### src/rtl/dcs_pkg.sv
// Shared types and constants for the DCSformer host driver.
package dcs_pkg;

    localparam int unsigned N_ROW     = 8;
    localparam int unsigned N_COL     = 16;
    localparam int unsigned N_BYTES   = N_ROW * N_COL;
    localparam int unsigned W_BASE    = 128;
    localparam int unsigned BUF_DEPTH = W_BASE + N_ROW;
    localparam int unsigned ADDR_W    = 8;
    localparam int unsigned DATA_W    = 8;
    localparam int unsigned RES_W     = 32;
    localparam int unsigned RES_IDX_W = 3;
    localparam int unsigned CNT_W     = 7;
    localparam int unsigned WD_W      = 11;

    typedef enum logic [2:0] {
        S_IDLE,
        S_SEND_I,
        S_WAIT_W,
        S_SEND_W,
        S_WAIT_O,
        S_COLL
    } state_e;

    localparam logic [1:0] ERR_OK    = 2'd0;
    localparam logic [1:0] ERR_WTO   = 2'd1;
    localparam logic [1:0] ERR_OTO   = 2'd2;
    localparam logic [1:0] ERR_SHORT = 2'd3;

endpackage

### src/rtl/dcsformer_host_if.sv
// Stream bundle between the host driver and the DCSformer core.
interface dcsformer_host_if;
    import dcs_pkg::*;

    logic              i_valid;
    logic [DATA_W-1:0] i_data;
    logic              w_valid;
    logic [DATA_W-1:0] w_data;
    logic              w_ready;
    logic              o_valid;
    logic [RES_W-1:0]  o_data;

    modport master (
        output i_valid, i_data, w_valid, w_data,
        input  w_ready, o_valid, o_data
    );

    modport slave (
        input  i_valid, i_data, w_valid, w_data,
        output w_ready, o_valid, o_data
    );

endinterface

### src/rtl/dcs_host_buf.sv
// Matrix + weight byte store; one write port, one registered read port.
module dcs_host_buf
    import dcs_pkg::*;
(
    input  logic              clk,
    input  logic              rst_n,
    input  logic              wr_en,
    input  logic [ADDR_W-1:0] wr_addr,
    input  logic [DATA_W-1:0] wr_data,
    input  logic              rd_en,
    input  logic [ADDR_W-1:0] rd_addr,
    output logic [DATA_W-1:0] rd_data
);

    localparam logic [ADDR_W-1:0] BUF_LAST = ADDR_W'(BUF_DEPTH - 1);

    logic [DATA_W-1:0] mem [BUF_DEPTH];
    logic [DATA_W-1:0] rd_data_d;
    logic [DATA_W-1:0] rd_data_q;

    // Storage is intentionally not reset so it survives a mid-transaction reset.
    always_ff @(posedge clk) begin
        if (wr_en && (wr_addr <= BUF_LAST)) begin
            mem[wr_addr] <= wr_data;
        end
    end

    always_comb begin
        rd_data_d = '0;
        if (rd_en) begin
            rd_data_d = mem[rd_addr];
        end
    end

    always_ff @(posedge clk or negedge rst_n) begin
        if (!rst_n) begin
            rd_data_q <= '0;
        end else begin
            rd_data_q <= rd_data_d;
        end
    end

    assign rd_data = rd_data_q;

endmodule

### src/rtl/dcsformer_host.sv
// Host driver: streams matrix and weights to the core, collects the 8-word result.
module dcsformer_host
    import dcs_pkg::*;
#(
    parameter int unsigned TIMEOUT = 1024
) (
    input  logic                 clk,
    input  logic                 rst_n,
    input  logic                 cfg_we,
    input  logic [ADDR_W-1:0]    cfg_addr,
    input  logic [DATA_W-1:0]    cfg_data,
    input  logic                 start,
    output logic                 busy,
    output logic                 done,
    output logic [1:0]           err,
    input  logic [RES_IDX_W-1:0] res_addr,
    output logic [RES_W-1:0]     res_data,
    dcsformer_host_if.master     core
);

    localparam logic [WD_W-1:0]  WD_LAST  = WD_W'(TIMEOUT - 1);
    localparam logic [CNT_W-1:0] I_LAST   = CNT_W'(N_BYTES - 1);
    localparam logic [CNT_W-1:0] W_LAST   = CNT_W'(N_ROW - 1);
    localparam logic [CNT_W-1:0] RES_LAST = CNT_W'(N_ROW - 1);

    state_e            state_q, state_d;
    logic [CNT_W-1:0]  cnt_q, cnt_d;
    logic [WD_W-1:0]   wd_q, wd_d;
    logic              busy_q, busy_d;
    logic              done_q, done_d;
    logic [1:0]        err_q, err_d;
    logic              i_valid_q, i_valid_d;
    logic              w_valid_q, w_valid_d;
    logic [RES_W-1:0]  res_q [N_ROW];

    logic                 rd_en_c;
    logic [ADDR_W-1:0]    rd_addr_c;
    logic                 res_we_c;
    logic [RES_IDX_W-1:0] res_idx_c;
    logic                 fin_c;
    logic [1:0]           fin_err_c;
    logic [DATA_W-1:0]    buf_rd_data;

    dcs_host_buf u_buf (
        .clk     (clk),
        .rst_n   (rst_n),
        .wr_en   (cfg_we && (state_q == S_IDLE)),
        .wr_addr (cfg_addr),
        .wr_data (cfg_data),
        .rd_en   (rd_en_c),
        .rd_addr (rd_addr_c),
        .rd_data (buf_rd_data)
    );

    // Next-state: the buffer read address is the byte to present after this edge.
    always_comb begin
        state_d   = state_q;
        cnt_d     = cnt_q;
        wd_d      = wd_q;
        busy_d    = busy_q;
        err_d     = err_q;
        done_d    = 1'b0;
        i_valid_d = 1'b0;
        w_valid_d = 1'b0;
        rd_en_c   = 1'b0;
        rd_addr_c = '0;
        res_we_c  = 1'b0;
        res_idx_c = '0;
        fin_c     = 1'b0;
        fin_err_c = ERR_OK;

        case (state_q)
            S_IDLE: begin
                // The done cycle itself does not accept a new start.
                if (start && !done_q) begin
                    state_d   = S_SEND_I;
                    cnt_d     = '0;
                    busy_d    = 1'b1;
                    i_valid_d = 1'b1;
                    rd_en_c   = 1'b1;
                    rd_addr_c = '0;
                end
            end
            S_SEND_I: begin
                if (cnt_q == I_LAST) begin
                    state_d = S_WAIT_W;
                    wd_d    = '0;
                end else begin
                    cnt_d     = cnt_q + CNT_W'(1);
                    i_valid_d = 1'b1;
                    rd_en_c   = 1'b1;
                    rd_addr_c = ADDR_W'(cnt_q) + ADDR_W'(1);
                end
            end
            S_WAIT_W: begin
                if (core.w_ready) begin
                    state_d   = S_SEND_W;
                    cnt_d     = '0;
                    w_valid_d = 1'b1;
                    rd_en_c   = 1'b1;
                    rd_addr_c = ADDR_W'(W_BASE);
                end else if (wd_q == WD_LAST) begin
                    fin_c     = 1'b1;
                    fin_err_c = ERR_WTO;
                end else begin
                    wd_d = wd_q + WD_W'(1);
                end
            end
            S_SEND_W: begin
                if (cnt_q == W_LAST) begin
                    state_d = S_WAIT_O;
                    wd_d    = '0;
                end else begin
                    cnt_d     = cnt_q + CNT_W'(1);
                    w_valid_d = 1'b1;
                    rd_en_c   = 1'b1;
                    rd_addr_c = ADDR_W'(W_BASE) + ADDR_W'(cnt_q) + ADDR_W'(1);
                end
            end
            S_WAIT_O: begin
                if (core.o_valid) begin
                    res_we_c  = 1'b1;
                    res_idx_c = '0;
                    cnt_d     = CNT_W'(1);
                    state_d   = S_COLL;
                end else if (wd_q == WD_LAST) begin
                    fin_c     = 1'b1;
                    fin_err_c = ERR_OTO;
                end else begin
                    wd_d = wd_q + WD_W'(1);
                end
            end
            S_COLL: begin
                if (core.o_valid) begin
                    res_we_c  = 1'b1;
                    res_idx_c = cnt_q[RES_IDX_W-1:0];
                    if (cnt_q == RES_LAST) begin
                        fin_c     = 1'b1;
                        fin_err_c = ERR_OK;
                    end else begin
                        cnt_d = cnt_q + CNT_W'(1);
                    end
                end else begin
                    fin_c     = 1'b1;
                    fin_err_c = ERR_SHORT;
                end
            end
            default: begin
                state_d = S_IDLE;
            end
        endcase

        if (fin_c) begin
            state_d = S_IDLE;
            busy_d  = 1'b0;
            done_d  = 1'b1;
            err_d   = fin_err_c;
        end
    end

    always_ff @(posedge clk or negedge rst_n) begin
        if (!rst_n) begin
            state_q   <= S_IDLE;
            cnt_q     <= '0;
            wd_q      <= '0;
            busy_q    <= 1'b0;
            done_q    <= 1'b0;
            err_q     <= ERR_OK;
            i_valid_q <= 1'b0;
            w_valid_q <= 1'b0;
        end else begin
            state_q   <= state_d;
            cnt_q     <= cnt_d;
            wd_q      <= wd_d;
            busy_q    <= busy_d;
            done_q    <= done_d;
            err_q     <= err_d;
            i_valid_q <= i_valid_d;
            w_valid_q <= w_valid_d;
        end
    end

    // Result bank: only written words change; unwritten words keep old values.
    always_ff @(posedge clk or negedge rst_n) begin
        if (!rst_n) begin
            for (int i = 0; i < N_ROW; i++) begin
                res_q[i] <= '0;
            end
        end else if (res_we_c) begin
            res_q[res_idx_c] <= core.o_data;
        end
    end

    // i_data and w_data share one buffer register; each is qualified by its valid.
    assign core.i_valid = i_valid_q;
    assign core.i_data  = buf_rd_data;
    assign core.w_valid = w_valid_q;
    assign core.w_data  = buf_rd_data;

    assign busy     = busy_q;
    assign done     = done_q;
    assign err      = err_q;
    assign res_data = res_q[res_addr];

endmodule

### src/flat_wrapper.sv
// flat-port wrapper written by rule: the top's interface ports become plain ports
module dcsformer_host_flat import dcs_pkg::*;
#(
    parameter int unsigned TIMEOUT = 1024
)
  (clk, rst_n, cfg_we, cfg_addr, cfg_data, start, busy, done, err, res_addr, res_data, core_i_valid, core_i_data, core_w_valid, core_w_data, core_w_ready, core_o_valid, core_o_data);
  dcsformer_host_if core_i ();
  input  logic clk;
  input  logic rst_n;
  input  logic cfg_we;
  input  logic [ADDR_W-1:0] cfg_addr;
  input  logic [DATA_W-1:0] cfg_data;
  input  logic start;
  output logic busy;
  output logic done;
  output logic [1:0] err;
  input  logic [RES_IDX_W-1:0] res_addr;
  output logic [RES_W-1:0] res_data;
  output wire logic [$bits(core_i.i_valid)-1:0] core_i_valid;
  output wire logic [$bits(core_i.i_data)-1:0] core_i_data;
  output wire logic [$bits(core_i.w_valid)-1:0] core_w_valid;
  output wire logic [$bits(core_i.w_data)-1:0] core_w_data;
  input wire logic [$bits(core_i.w_ready)-1:0] core_w_ready;
  input wire logic [$bits(core_i.o_valid)-1:0] core_o_valid;
  input wire logic [$bits(core_i.o_data)-1:0] core_o_data;
  assign core_i_valid = core_i.i_valid;
  assign core_i_data = core_i.i_data;
  assign core_w_valid = core_i.w_valid;
  assign core_w_data = core_i.w_data;
  assign core_i.w_ready = core_w_ready;
  assign core_i.o_valid = core_o_valid;
  assign core_i.o_data = core_o_data;
  dcsformer_host #(.TIMEOUT(TIMEOUT)) u_core (.clk(clk), .rst_n(rst_n), .cfg_we(cfg_we), .cfg_addr(cfg_addr), .cfg_data(cfg_data), .start(start), .busy(busy), .done(done), .err(err), .res_addr(res_addr), .res_data(res_data), .core(core_i));
endmodule
### config.mk
export PLATFORM = sky130hd
export DESIGN_NAME = dcsformer_host_flat
export DESIGN_NICKNAME = d
export VERILOG_FILES = /design/src/rtl/dcs_pkg.sv /design/src/rtl/dcsformer_host_if.sv /design/src/rtl/dcs_host_buf.sv /design/src/rtl/dcsformer_host.sv /design/src/flat_wrapper.sv
export SDC_FILE = /design/constraint.sdc
export NUM_CORES = 2
export LEC_CHECK = 0
export ABC_AREA = 1
export CAP_MARGIN = 25
export CORE_ASPECT_RATIO = 1.4
export CORE_MARGIN = 5
export CORE_UTILIZATION = 65
export DETAILED_ROUTE_END_ITERATION = 12
export GPL_ROUTABILITY_DRIVEN = 0
export PLACE_DENSITY = 0.83
export SYNTH_ARGS = -nofsm -noshare
export SYNTH_HDL_FRONTEND = slang
export SYNTH_SLANG_ARGS = --single-unit
### constraint.sdc
create_clock -name clk -period 5.4 [get_ports clk]
set_clock_uncertainty 0.15 [all_clocks]
set_input_delay 0.81 -clock clk [delete_from_list [all_inputs] [get_ports clk]]
set_output_delay 0.81 -clock clk [all_outputs]
set_load 0.02 [all_outputs]
==> insert_results.sql <==
INSERT INTO impl_metrics (metric_group, metric, value, unit) VALUES
('cts', 'numCtsBuffers', '118', ''),
('routing', 'drt_pre_antenna_iters', '8', ''),
('synthesis', 'ys_top_cells_by_area', 'edfxtp_1, dfrtp_1, nand3_1, nand2_1, o21ai_0', ''),
('worst_setup_path', 'worstSetupStartpointType', 'flip-flop', ''),
('sta', 'timing.setup.tns', '0', 'ns'),
('finish', 'layout-area-overhead-vs-synth', '10.5', '%'),
('cts', 'clock_sink_count', '1379', ''),
('worst_setup_path', 'cp-startpoint', 'u_core.cnt_q[1]', ''),
('routing', 'detail_route.vias_per_cell', '6.48', ''),
('power_and_ir_drop', 'share_clk_of_total_power', '0.250', ''),
('routing', 'drcViolationCount', '0', ''),
('synthesis', 'asyncSetResetFlopFracSynth', '0.211', ''),
('sta', 'final_critical_path_setup_slack', '1.11', 'ns'),
('routing', 'vias', '43100', ''),
('routing', 'totalWireLength', '157', 'mm'),
('routing', 'initialDrtViolationCount', '6811', ''),
('routing', 'drt.antenna.violating_nets', '0', ''),
('worst_setup_path', 'worst_r2r_path_depth', '17', ''),
('global_route', 'grt_first_pass_wirelength', '239', 'mm'),
('synthesis', 'yosys-top-cells-count', 'nand3_1, nand2_1, edfxtp_1', ''),
('cts', 'clkLatencyLatePin', '0.74', 'ns'),
('power_and_ir_drop', 'intPower', '21.3', 'mW'),
('cts', 'clk_root_buffer_cell', 'clkbuf_16', ''),
('finish', 'fillerInstances', '5570', ''),
('synthesis', 'synth-seq-area-share', '0.686', ''),
('sta', 'finalMaxSlewViolations', '0', ''),
('synthesis', 'number_of_flops_mapped_to_enable_cells_by_yosys', '1088', ''),
('worst_setup_path', 'worstPathRequired', '5.90', 'ns'),
('global_route', 'gr-usage-all-layers', '0.321', ''),
('sta', 'rsz0062_at_grt', 'false', ''),
('cts', 'cts_h_tree_depth', '3', ''),
('power_and_ir_drop', 'ir_worst_vdd', '697', 'uV'),
('worst_setup_path', 'worstSetupEndpointType', 'flip-flop', ''),
('worst_setup_path', 'criticalPathCategory', 'flip-flop to flip-flop', ''),
('worst_setup_path', 'cp_data_arrival_time', '4.79', 'ns'),
('synthesis', 'synth.net_count', '5431', ''),
('floorplanning', 'dieArea', '95800', 'sq um'),
('run', 'drv_cap', '0', ''),
('global_route', 'globalRouteOverflowTotal', '0', ''),
('sta', 'achievable-frequency', '0.233', 'GHz'),
('placed_design', 'dp_hpwl', '90.9', 'mm'),
('sta', 'finalSetupViolations', '0', ''),
('floorplanning', 'die_y', '364', 'microns'),
('sta', 'final.period_utilization', '0.795', ''),
('synthesis', 'synth_area_leader_cell', 'edfxtp_1', ''),
('synthesis', 'yosysWarningCount', '0', ''),
('finish', 'finish.net_count', '5423', ''),
('synthesis', 'post-synth-top-count-cell', 'nand3_1', ''),
('synthesis', 'synth-seq-cells', '1379', ''),
('synthesis', 'yosys.area.top_type_share', '0.561', ''),
('floorplanning', 'dieWidth', '263', 'microns'),
('sta', 'hold_violations', '0', ''),
('placed_design', 'io_buffer_count', '110', ''),
('global_route', 'initial_antenna_violation_count', '4', ''),
('cts', 'postCtsHoldBufs', '0', ''),
('routing', 'detail_route.wl_per_cell', '23.7', 'microns'),
('finish', 'finish.instance_area', '64400', 'sq um'),
('sta', 'finalCriticalPeriod', '4.29', 'ns'),
('cts', 'clock_tree_from_tritoncts', 'built', ''),
('worst_setup_path', 'critical_path.reg2reg.startpoint', 'u_core.cnt_q[1]', ''),
('hold_path', 'worst_hold_path_type', 'input pin to asynchronous set/reset pin', ''),
('power_and_ir_drop', 'total_switching_power', '14.4', 'mW'),
('synthesis', 'syn-instance-count', '5372', ''),
('floorplanning', 'placeableCoreArea', '89300', 'sq um'),
('power_and_ir_drop', 'net_switching_share_of_the_total_power', '0.403', ''),
('cts', 'cts_max_path_buffers', '3', ''),
('global_route', 'grt_pass1_vias', '41600', ''),
('cts', 'post-cts-setup-buffers', '0', ''),
('worst_setup_path', 'cp_max_fo', '59', ''),
('outcome', 'outcome', 'completed', ''),
('power_and_ir_drop', 'p_per_area', '554', 'nW/um^2');
## sequential cells by signal (all words and copies together), names as in the netlist
| name | cells |
|---|---|
| u_core.u_buf.rd_data | 8 |
| u_core.done | 1 |
| u_core.core.i_valid | 1 |
| u_core.err | 2 |
| u_core.u_buf.mem | 1088 |
| u_core.cnt_q | 7 |
| u_core.wd_q | 11 |
| u_core.core.w_valid | 1 |
| u_core.busy | 1 |
| u_core.res_q | 256 |
| u_core.state_q | 3 |
## layer usage
layer / vias up / share of wire / GRT usage
met5: - / 0.00017 / 0
met4: 4 / 0.072 / 0.200
met3: 657 / 0.10 / 0.0541
met2: 3151 / 0.49 / 0.542
met1: 20500 / 0.33 / 0.389
li1: 18900 / - / -
## final cells by class
class / count / area (sq um) / area share
Inverter: 170 / 654 / 0.0102
Multi-Input combinational cell: 3446 / 15800 / 0.245
Tap cell: 1188 / 1490 / 0.0231
Sequential cell: 1379 / 40000 / 0.621
Timing Repair Buffer: 249 / 2410 / 0.0374
Antenna cell: 3 / 7.51 / 0.000117
Clock buffer: 148 / 3150 / 0.0489
Clock inverter: 73 / 911 / 0.0142
## power by group through the flow
stage / registers (mW) / logic [mW] / clock network (mW)
after floorplan: 12.7 / 9.75 / 0
after global placement: 12.7 / 13.1 / 0
after detailed placement: 12.7 / 13.5 / 0
after CTS: 12.5 / 13.8 / 8.94
after global routing: 12.6 / 15.3 / 9.39
final: 12.5 / 14.2 / 8.91
## cell families (layout without fill, tap and decap cells)
logic type	after synthesis	count (layout)	synth area share
xor gates and xnor gates	1	1	0.000150
and+or+nand+nor	2935	2935	0.224
adders and majority gates	2	2	0.000430
AOI/OAI and AO/OA	508	508	0.0459
buffers and inverters	547	640	0.0440
DFF	1379	1379	0.686
other	0	3	0
## layout by cell type, fill, tap and decap left out, types with 19 or more instances in the layout
cell             instances
nand3_1               1364
nand2_1               1089
edfxtp_1              1088
o21ai_0                411
nor2_1                 399
dfrtp_1                291
inv_1                  160
buf_4                  126
clkbuf_16              121
clkdlybuf4s50_1         99
nand3b_1                41
o22ai_1                 35
a31oi_1                 34
clkinv_1                25
clkbuf_1                25
bufinv_16               21
buf_12                  19
## worst max-delay path, stage by stage, from the launching register on
cell and delay (ns):
dfrtp_1 0.40, ha_1 0.21, nand2_2 0.11, nor2_4 0.15, nand2_4 0.10, nand3_4 0.33, buf_4 0.60, buf_4 0.59
nand3_1 0.19, nand3_1 0.17, nand3_1 0.12, nand3_1 0.16, nand3_1 0.18, nand3_1 0.17, nand3_1 0.19, nand3_1 0.21
nand2_1 0.07, inv_1 0.06
## stage by stage
stage          power (mW)  instances  utilization  hold slack [ns]
6_report             35.6       6656        0.721           0.0389
5_1_grt              37.2       6653        0.721            0.113
4_1_cts              35.2       6650        0.720           0.0645
3_5_place_dp         26.2       6429        0.675            0.318
3_3_place_gp         25.8       6427        0.674            0.311
2_1_floorplan        22.4       5372            -            0.298
## worst max path at each step
| stage | end | slack, ns | cells past startpoint |
|---|---|---|---|
| floorplan | res_data[15] | 2.15 | 8 |
| global placement | u_core.u_buf.mem[80][6] | 0.92 | 8 |
| detailed placement | u_core.u_buf.mem[120][5] | 0.93 | 8 |
| CTS | u_core.u_buf.rd_data[0] | 1.26 | 17 |
| global route | u_core.u_buf.rd_data[0] | 0.96 | 17 |
| finish | u_core.u_buf.rd_data[0] | 1.11 | 17 |
No activity file was read; power rests on OpenSTA's default activity.
